==> config.mk <==
export PLATFORM = sky130hd
export DESIGN_NAME = nn_compare_counter
export DESIGN_NICKNAME = d
export VERILOG_FILES = /design/src/rtl/nn_compare_counter.sv
export SDC_FILE = /design/constraint.sdc
export NUM_CORES = 1
export LEC_CHECK = 0
export BUFFER_PORTS_ARGS = -buffer_cell sky130_fd_sc_hd__buf_4
export CAP_MARGIN = 30
export CORE_UTILIZATION = 34
export DETAILED_ROUTE_END_ITERATION = 10
export HOLD_SLACK_MARGIN = 0.02
export PLACE_DENSITY_LB_ADDON = 0.25
export SYNTH_ARGS = -nofsm -noshare
export SYNTH_HDL_FRONTEND = slang
export SYNTH_SLANG_ARGS = --single-unit
==> constraint.sdc <==
create_clock -name clk -period 2.1 [get_ports clk]
set_clock_uncertainty 0.2 [all_clocks]
set_input_delay 0.525 -clock clk [delete_from_list [all_inputs] [get_ports clk]]
set_output_delay 0.525 -clock clk [all_outputs]
set_load 0.05 [all_outputs]
==> src/rtl/nn_compare_counter.sv <==
`default_nettype none
// ============================================================================
// Module   : nn_compare_counter
// Purpose  : Compares two data words each enabled cycle and counts the number
//            of equal pairs in a register that saturates at all-ones.
// Ports    : clk     - clock, rising edge
//            reset   - synchronous active-high reset
//            clear   - synchronous clear of the count (start of a round)
//            enable  - a/b hold a valid pair this cycle
//            a, b    - data words to compare
//            count   - number of equal pairs since the last clear
// Revision : 1.0 - initial release
// ============================================================================
module nn_compare_counter #(
  parameter int DATA_W = 16,
  parameter int CNT_W  = 7
) (
  input  logic              clk,
  input  logic              reset,
  input  logic              clear,
  input  logic              enable,
  input  logic [DATA_W-1:0] a,
  input  logic [DATA_W-1:0] b,
  output logic [CNT_W-1:0]  count
);

  logic match;

  assign match = enable && (a == b);

  always_ff @(posedge clk) begin
    if (reset || clear) begin
      count <= '0;
    end else if (match && (count != {CNT_W{1'b1}})) begin
      count <= count + 1'b1;
    end
  end

endmodule : nn_compare_counter
`default_nettype wire

==> results.md, run 1 <==
| Quantity | This run | Unit |
|:---|:---|:---|
| Result of the run | finished clean | - |
| Wire length of the first global-routing pass | 2710 | um |
| Share of synthesized cell area in full adder, half adder and majority cells | 2.24 | % |
| Initial antenna violation count | 0 | - |
| Max-cap violation count | 0 | - |
| Number of hold-slack violations in the final timing report | 0 | - |
| Xor/xnor share of the synthesized area | 20.4 | % |
| Drt pass-1 iters | 4 | - |
| Vias | 718 | - |
| Routability cong. | 0.829 | - |
| Post-synthesis cell type with the largest combined area | sky130_fd_sc_hd__dfxtp_1 | - |
| Switching power | 94.0 | uW |
| Element type at the critical path start | primary input | - |
| Overall power | 373 | uW |
| Largest family of logic cells by synthesized area | simple AND/OR/NAND/NOR gates | - |
| # fillers | 147 | - |
| Ranking of synthesized cells by area | sky130_fd_sc_hd__dfxtp_1, sky130_fd_sc_hd__xnor2_1, sky130_fd_sc_hd__xor2_1, sky130_fd_sc_hd__nand3_1, sky130_fd_sc_hd__and3_1 | - |
| Critical Path Source | a[4] | - |
| Biggest regs | count: 7 flops | - |
| Multiplexer area fraction after synthesis | 3.59 | % |
| Critical Path Fanout Max | 6 | - |
| Final Core Density | 66.7 | % |
| Clk Latency, worst-skew pair | 0.26 | ns |
| Remaining antenna violation count after routing | 0 | - |
| Ranking of synthesized cells by instance count | sky130_fd_sc_hd__xnor2_1, sky130_fd_sc_hd__dfxtp_1, sky130_fd_sc_hd__nand3_1 | - |
| Crit path DAT | 2.04 | ns |
| Worst Hold Class | reg -> reg | - |
| Actual transition at the worst max-transition pin | 0.278 | ns |
| Synth Area in Compound Gates | 12.6 | % |
| Count of hold buffers inserted by post-cts repair | 0 | - |
| Effective utilization at floorplan | 36.6 | % |
| Share of flip-flops with an asynchronous set or reset after synthesis | 0 | % |
| Clock tree sinks | 7 | - |
| Post-synth net total | 107 | - |
| Inserted Clock Buffers | 3 | - |
| Total routing usage reported by global routing | 19.9 | % |
| Synthesized-area fraction occupied by and/or/nand/nor cells | 32.5 | % |
| DIE WIDTH | 42.5 | um |
| Syn Inst Count | 70 | - |
| Via count of the first global-routing pass | 679 | - |
| Net switching fraction of the power | 25.2 | % |
| Yosys warns | 0 | - |
| Max Freq | 479 | MHz |
| FF-to-FF Start | count[1]$_SDFFE_PP0P_ | - |
| Clock root cell | sky130_fd_sc_hd__clkbuf_4 | - |
| Count of pins on the block boundary | 43 | - |
| Clock power share | 34.7 | % |
| Final worst path period need | 2.09 | ns |
| Share of post-route cells with drive strength above 1 | 49.2 | % |
| Synth Flop Type | sky130_fd_sc_hd__dfxtp_1 | - |
| Portion of total power attributed to sequential cells | 35.6 | % |
| Maximum buffer depth of the clock tree | 2 | - |
| Critical path class | in -> reg | - |
| Overflow left after global routing | 0 | - |
| Hold path startpoint | count[5]$_SDFFE_PP0P_ | - |
| Via density | 5.06 | - |
| # DRC | 0 | - |
| Antenna diode count | 0 | - |
| Power Internal | 279 | uW |
| Mapped Avg Cell Area | 7.97 | sq um |
| Share of the synthesized area in the top cell type | 25.1 | % |
| Wirelength per Cell | 12.0 | um |
| Leading cell type by number of instances after synthesis | sky130_fd_sc_hd__xnor2_1 | - |
| Final WL | 1700 | um |
| Number of nets at the end of the flow | 164 | - |
| TritonCTS clock tree | built | - |
| Row count | 14 | - |
| Detail Placement HPWL | 1280 | um |
| Final worst path period share | 99.3 | % |
| Biggest register | count | - |
| Final setup vio count | 0 | - |
| Max-slew headroom at the worst pin | 81.3 | % |
| Number of enable-type register cells in the synthesized netlist | 0 | - |
| Synthesis-to-layout area growth | 82.3 | % |
| Die area | 1810 | sq um |
| Largest net degree at the start of global routing | 8 | - |
| Max FFs per register | 7 | - |
| Kind of end point of the critical path | flop | - |
| Pwr per Cell Area | 367 | nW/um^2 |
| Combinational group share of total power | 29.7 | % |
| Post-CTS clock slew at the launch and capture registers of the worst setup and hold paths | 0.06 | ns |
| Seq/Total Area, Yosys | 25.1 | % |
| Synthesis-stage register bit count | 7 | - |
| Crit path required time | 2.05 | ns |
| CTS H-tree lvls | 1 | - |
| Post-synthesis instance area | 558 | sq um |
| Area of the placeable core | 1520 | sq um |
| Post-synth cell types | 26 | - |
| Largest vdd supply drop | 0.252 | mV |
| Port Buf Inserts | 42 | - |
| Number of pins with negative max-slew slack in the final report | 0 | - |
| First-iteration detailed-routing DRC count | 3 | - |
| Die boundary height | 42.5 | um |
| Static leakage | 0.478 | nW |
## power by group through the flow
stage / Sequential [mW] / Clock, mW / Combinational (mW)
after global routing: 0.133 / 0.141 / 0.121
after detailed placement: 0.136 / 0 / 0.101
after CTS: 0.133 / 0.134 / 0.103
after floorplan: 0.136 / 0 / 0.0343
final: 0.133 / 0.129 / 0.111
after global placement: 0.136 / 0 / 0.0982
## stage by stage
step                TNS, ns  setup WS, ns  area (sq um)  hold WS, ns  std cells
global placement      -1.07        -0.281           948        0.284        135
floorplan            -0.299        -0.120           558        0.496         70
detailed placement    -1.02        -0.275           948        0.305        135
global route         -0.145       -0.0545          1020        0.346        142
finish                    0        0.0139          1020        0.307        142
CTS                       0       0.00879           980        0.315        139
## cell type report
class                           instances  area, sq um  share of cell area, %
Sequential cell                         7          140                   13.8
Clock buffer                            4         26.3                   2.58
Timing Repair Buffer                   53          398                   39.1
Inverter                                4         15.0                   1.48
Multi-Input combinational cell         58          418                   41.1
Tap cell                               16         20.0                   1.97
## layer usage
layer / share of wire, % / track usage (%) / wire [um]
met1: 40 / 21.9 / 690
met2: 54 / 34.8 / 912
met3: 4.2 / 6.90 / 72
met4: 1.6 / 7.50 / 28
met5: 0 / 0 / 0
## worst max-delay path: stages
cell	delay, ns
sky130_fd_sc_hd__buf_4	0.11
sky130_fd_sc_hd__nand2b_1	0.08
sky130_fd_sc_hd__o2111ai_1	0.16
sky130_fd_sc_hd__or4_4	0.60
sky130_fd_sc_hd__or4_4	0.43
sky130_fd_sc_hd__mux2i_1	0.12
## worst paths after layout
path	end	slack, ns	cells past startpoint
setup / recovery	count[5]$_SDFFE_PP0P_	0.01	6
hold / removal	count[5]$_SDFFE_PP0P_	0.31	2
setup reg to reg	count[5]$_SDFFE_PP0P_	0.12	6
hold reg to reg	count[5]$_SDFFE_PP0P_	0.31	2
## placed cells by master, fill, tap and decap left out, drive strengths merged, types with 6 or more instances in the layout
cell,instances
dfxtp,7
xnor2,9
buf,53
nand3,6
## kinds of logic (layout without fill, tap and decap cells)
group                    after synthesis  in the layout
AND/OR/NAND/NOR                       31             31
AO/OA/AOI/OAI                         11             11
multiplexers                           2              2
adder cells (fa/ha/maj)                1              1
flip-flops                             7              7
XOR/XNOR                              13             13
buffers and inverters                  5             61
## repair_timing
action,4_1_cts,5_1_grt
endpoints found under the setup margin,2,4
pin swaps,0,2
resized for setup,1,3
buffers inserted,0,3
Note: power is estimated with default switching activity, not from simulation.
==> run 2: changes to the inputs <==
Clock period 2.1 ns to 2.7 ns, I/O delays scaled along.
==> run 2 against run 1 <==
Against the previous run: final cell count down 7.7%; clock-buffer cell count stayed put; power fell by 28%; worst hold slack lost 0.010 ns; via count decreased by 5.2%; register-to-register slack improved by 0.48 ns; global-route usage is 2.8 points lower; largest power group unchanged; highest routed layer is now met3.
==> results.md, run 2 (synthesis results as in run 1) <==
| Quantity | This run | Unit | vs previous |
|:---|:---|:---|:---|
| Vias | 681 | - | -5.2% |
| # DRC | 0 | - | unchanged |
| Max Freq | 411 | MHz |  |
| Share of post-route cells with drive strength above 1 | 41.7 | % | -7.5 points |
| Count of hold buffers inserted by post-cts repair | 0 | - | unchanged |
| Clock tree sinks | 7 | - | unchanged |
| Max-slew headroom at the worst pin | 69.8 | % | -11 points |
| Crit path DAT | 2.38 | ns | +0.34 ns |
| Remaining antenna violation count after routing | 0 | - | unchanged |
| Worst-path cell with the longest stage delay | sky130_fd_sc_hd__or4_4 | - |  |
| DIE WIDTH | 42.5 | um | unchanged |
| Inserted Clock Buffers | 3 | - | unchanged |
| Number of pins with negative max-slew slack in the final report | 0 | - | unchanged |
| Initial antenna violation count | 0 | - | unchanged |
| Design Area, Final | 915 | sq um | -10% |
| Port Buf Inserts | 42 | - | unchanged |
| TritonCTS clock tree | built | - |  |
| Row count | 14 | - | unchanged |
| Overall power | 268 | uW | -28% |
| Met2 usage in global routing | 29.2 | % | -5.5 points |
| Met1 Track Usage GR | 19.4 | % | -2.5 points |
| Die area | 1810 | sq um | unchanged |
| Post-CTS clock slew at the launch and capture registers of the worst setup and hold paths | 0.05 | ns | about the same |
| Area of the placeable core | 1520 | sq um | unchanged |
| Most frequent cells in the layout | sky130_fd_sc_hd__buf_4, sky130_fd_sc_hd__xnor2_1, sky130_fd_sc_hd__dfxtp_1 | - |  |
| Wire length of the first global-routing pass | 2390 | um | -12% |
| Final Core Density | 60.0 | % | -6.7 points |
| Cell breakdown of the critical path | buf_4, xor2_1, nor4_1, nand3_1, or4_4, mux2i_1 | - |  |
| Number of instances in the placed design | 127 | - | -5.9% |
| Actual transition at the worst max-transition pin | 0.449 | ns | +0.170 ns |
| Critical path class | in -> reg | - |  |
| Drt pass-1 iters | 4 | - | unchanged |
| Final worst path period need | 2.44 | ns |  |
| Via density | 5.20 | - | +2.8% |
| Pwr per Cell Area | 293 | nW/um^2 | -20% |
| CTS H-tree lvls | 1 | - | unchanged |
| Result of the run | finished clean | - |  |
| Synthesis-to-layout area growth | 63.9 | % |  |
| Post-CTS Setup Bufs | 0 | - | unchanged |
| Kind of end point of the critical path | flop | - |  |
| Largest vdd supply drop | 0.163 | mV | -35% |
| Overflow left after global routing | 0 | - | unchanged |
| Smallest hold slack | 0.296 | ns | -0.0101 ns |
| Clock root cell | sky130_fd_sc_hd__clkbuf_4 | - |  |
| Cells resized by post-CTS repair | 0 | - | -1 |
| Biggest register | count | - |  |
| Post-route setup slack | 0.264 | ns | +0.250 ns |
| Element type at the critical path start | primary input | - |  |
| Global-route layer with the greatest usage | met2 | - |  |
| Maximum buffer depth of the clock tree | 2 | - | unchanged |
| Met3 capacity usage during global routing | 7.76 | % | +0.86 points |
| Die boundary height | 42.5 | um | unchanged |
| Number of nets at the end of the flow | 153 | - | -6.7% |
| Final setup vio count | 0 | - | unchanged |
| Count of pins on the block boundary | 43 | - | unchanged |
| Sequential standard cell area | 140 | sq um | unchanged |
| Setup repair after global routing missed its margin | no | - |  |
| Number of hold-slack violations in the final timing report | 0 | - | unchanged |
| Max FFs per register | 7 | - | unchanged |
| Cell area reported after detailed placement | 888 | sq um | -6.3% |
| Final WL | 1400 | um | -18% |
| Effective utilization at floorplan | 36.6 | % | unchanged |
| Crit-path max cell delay | 0.56 | ns | -0.04 ns |
| # fillers | 145 | - | -1.4% |
| Antenna diode count | 0 | - | unchanged |
| Static leakage | 0.421 | nW | -12% |
| Final worst path period share | 90.2 | % |  |
| Via count of the first global-routing pass | 606 | - | -11% |
| Routability cong. | 0.740 | - | -11% |
| Max-cap violation count | 0 | - | unchanged |
| Detail Placement HPWL | 1180 | um | -7.5% |
| Clk Latency, worst-skew pair | 0.25 | ns | about the same |
| Setup total negative slack | 0 | ns | unchanged |
| First-iteration detailed-routing DRC count | 8 | - | +5 |
| Fin cells | 131 | - | -7.7% |
| Wirelength per Cell | 10.7 | um | -11% |
| Pre-CTS WS | 0.0344 | ns | +0.309 ns |
| Largest net degree at the start of global routing | 9 | - | +1 |
| Total routing usage reported by global routing | 17.1 | % | -2.8 points |
| Crit path required time | 2.64 | ns | +0.59 ns |
| Critical Path Fanout Max | 8 | - | +2 |
| Multi-input gate area in the final layout | 398 | sq um | -4.8% |
| Worst Hold Class | reg -> reg | - |  |
| Biggest regs | count: 7 flops | - |  |
| Most frequent standard cell in the layout excluding fill and tap cells | sky130_fd_sc_hd__buf_4 | - |  |
[run 2: changes by cell type in the layout (fill, tap and decap cells not counted), sizes merged]
| cell | before | now |
|---|---|---|
| buf | 53 | 42 |
[run 2: worst paths after layout]
path | from | endpoint | slack [ns] | cells after the start
worst max register to register | count[0]$_SDFFE_PP0P_ | count[5]$_SDFFE_PP0P_ | 0.60 | 6
worst min-delay path | count[6]$_SDFFE_PP0P_ | count[6]$_SDFFE_PP0P_ | 0.30 | 2
worst max-delay path | b[9] | count[5]$_SDFFE_PP0P_ | 0.26 | 6
worst min register to register | count[6]$_SDFFE_PP0P_ | count[6]$_SDFFE_PP0P_ | 0.30 | 2
[run 2: cell type report]
type,count,share of cell area (%)
repair buffers,42,34.5
flip-flops and latches,7,15.3
well taps,16,2.19
inverters,4,1.64
multi-input cells,58,43.5
clock buffers,4,2.87
[run 2: routing by layer]
layer	share of wire [%]	routed length [um]	vias to the layer above
met1	40	563	308
li1	-	-	347
met2	52	728	26
met5	0	0	-
met3	7.7	108	0
met4	0	0	0
[run 2: critical path, delay by kind of cell]
kind                      cells  cell delay (ns)
and+or+nand+nor               3             1.32
xor gates and xnor gates      1             0.15
muxes                         1             0.13
buffers and inverters         1             0.11
[run 2: power breakdown]
part | internal [mW] | switching, mW | total [mW]
Clock | 0.0562 | 0.0357 | 0.0920
Sequential | 0.103 | 0.000000247 | 0.103
Combinational | 0.0487 | 0.0240 | 0.0727
Total | 0.208 | 0.0597 | 0.268
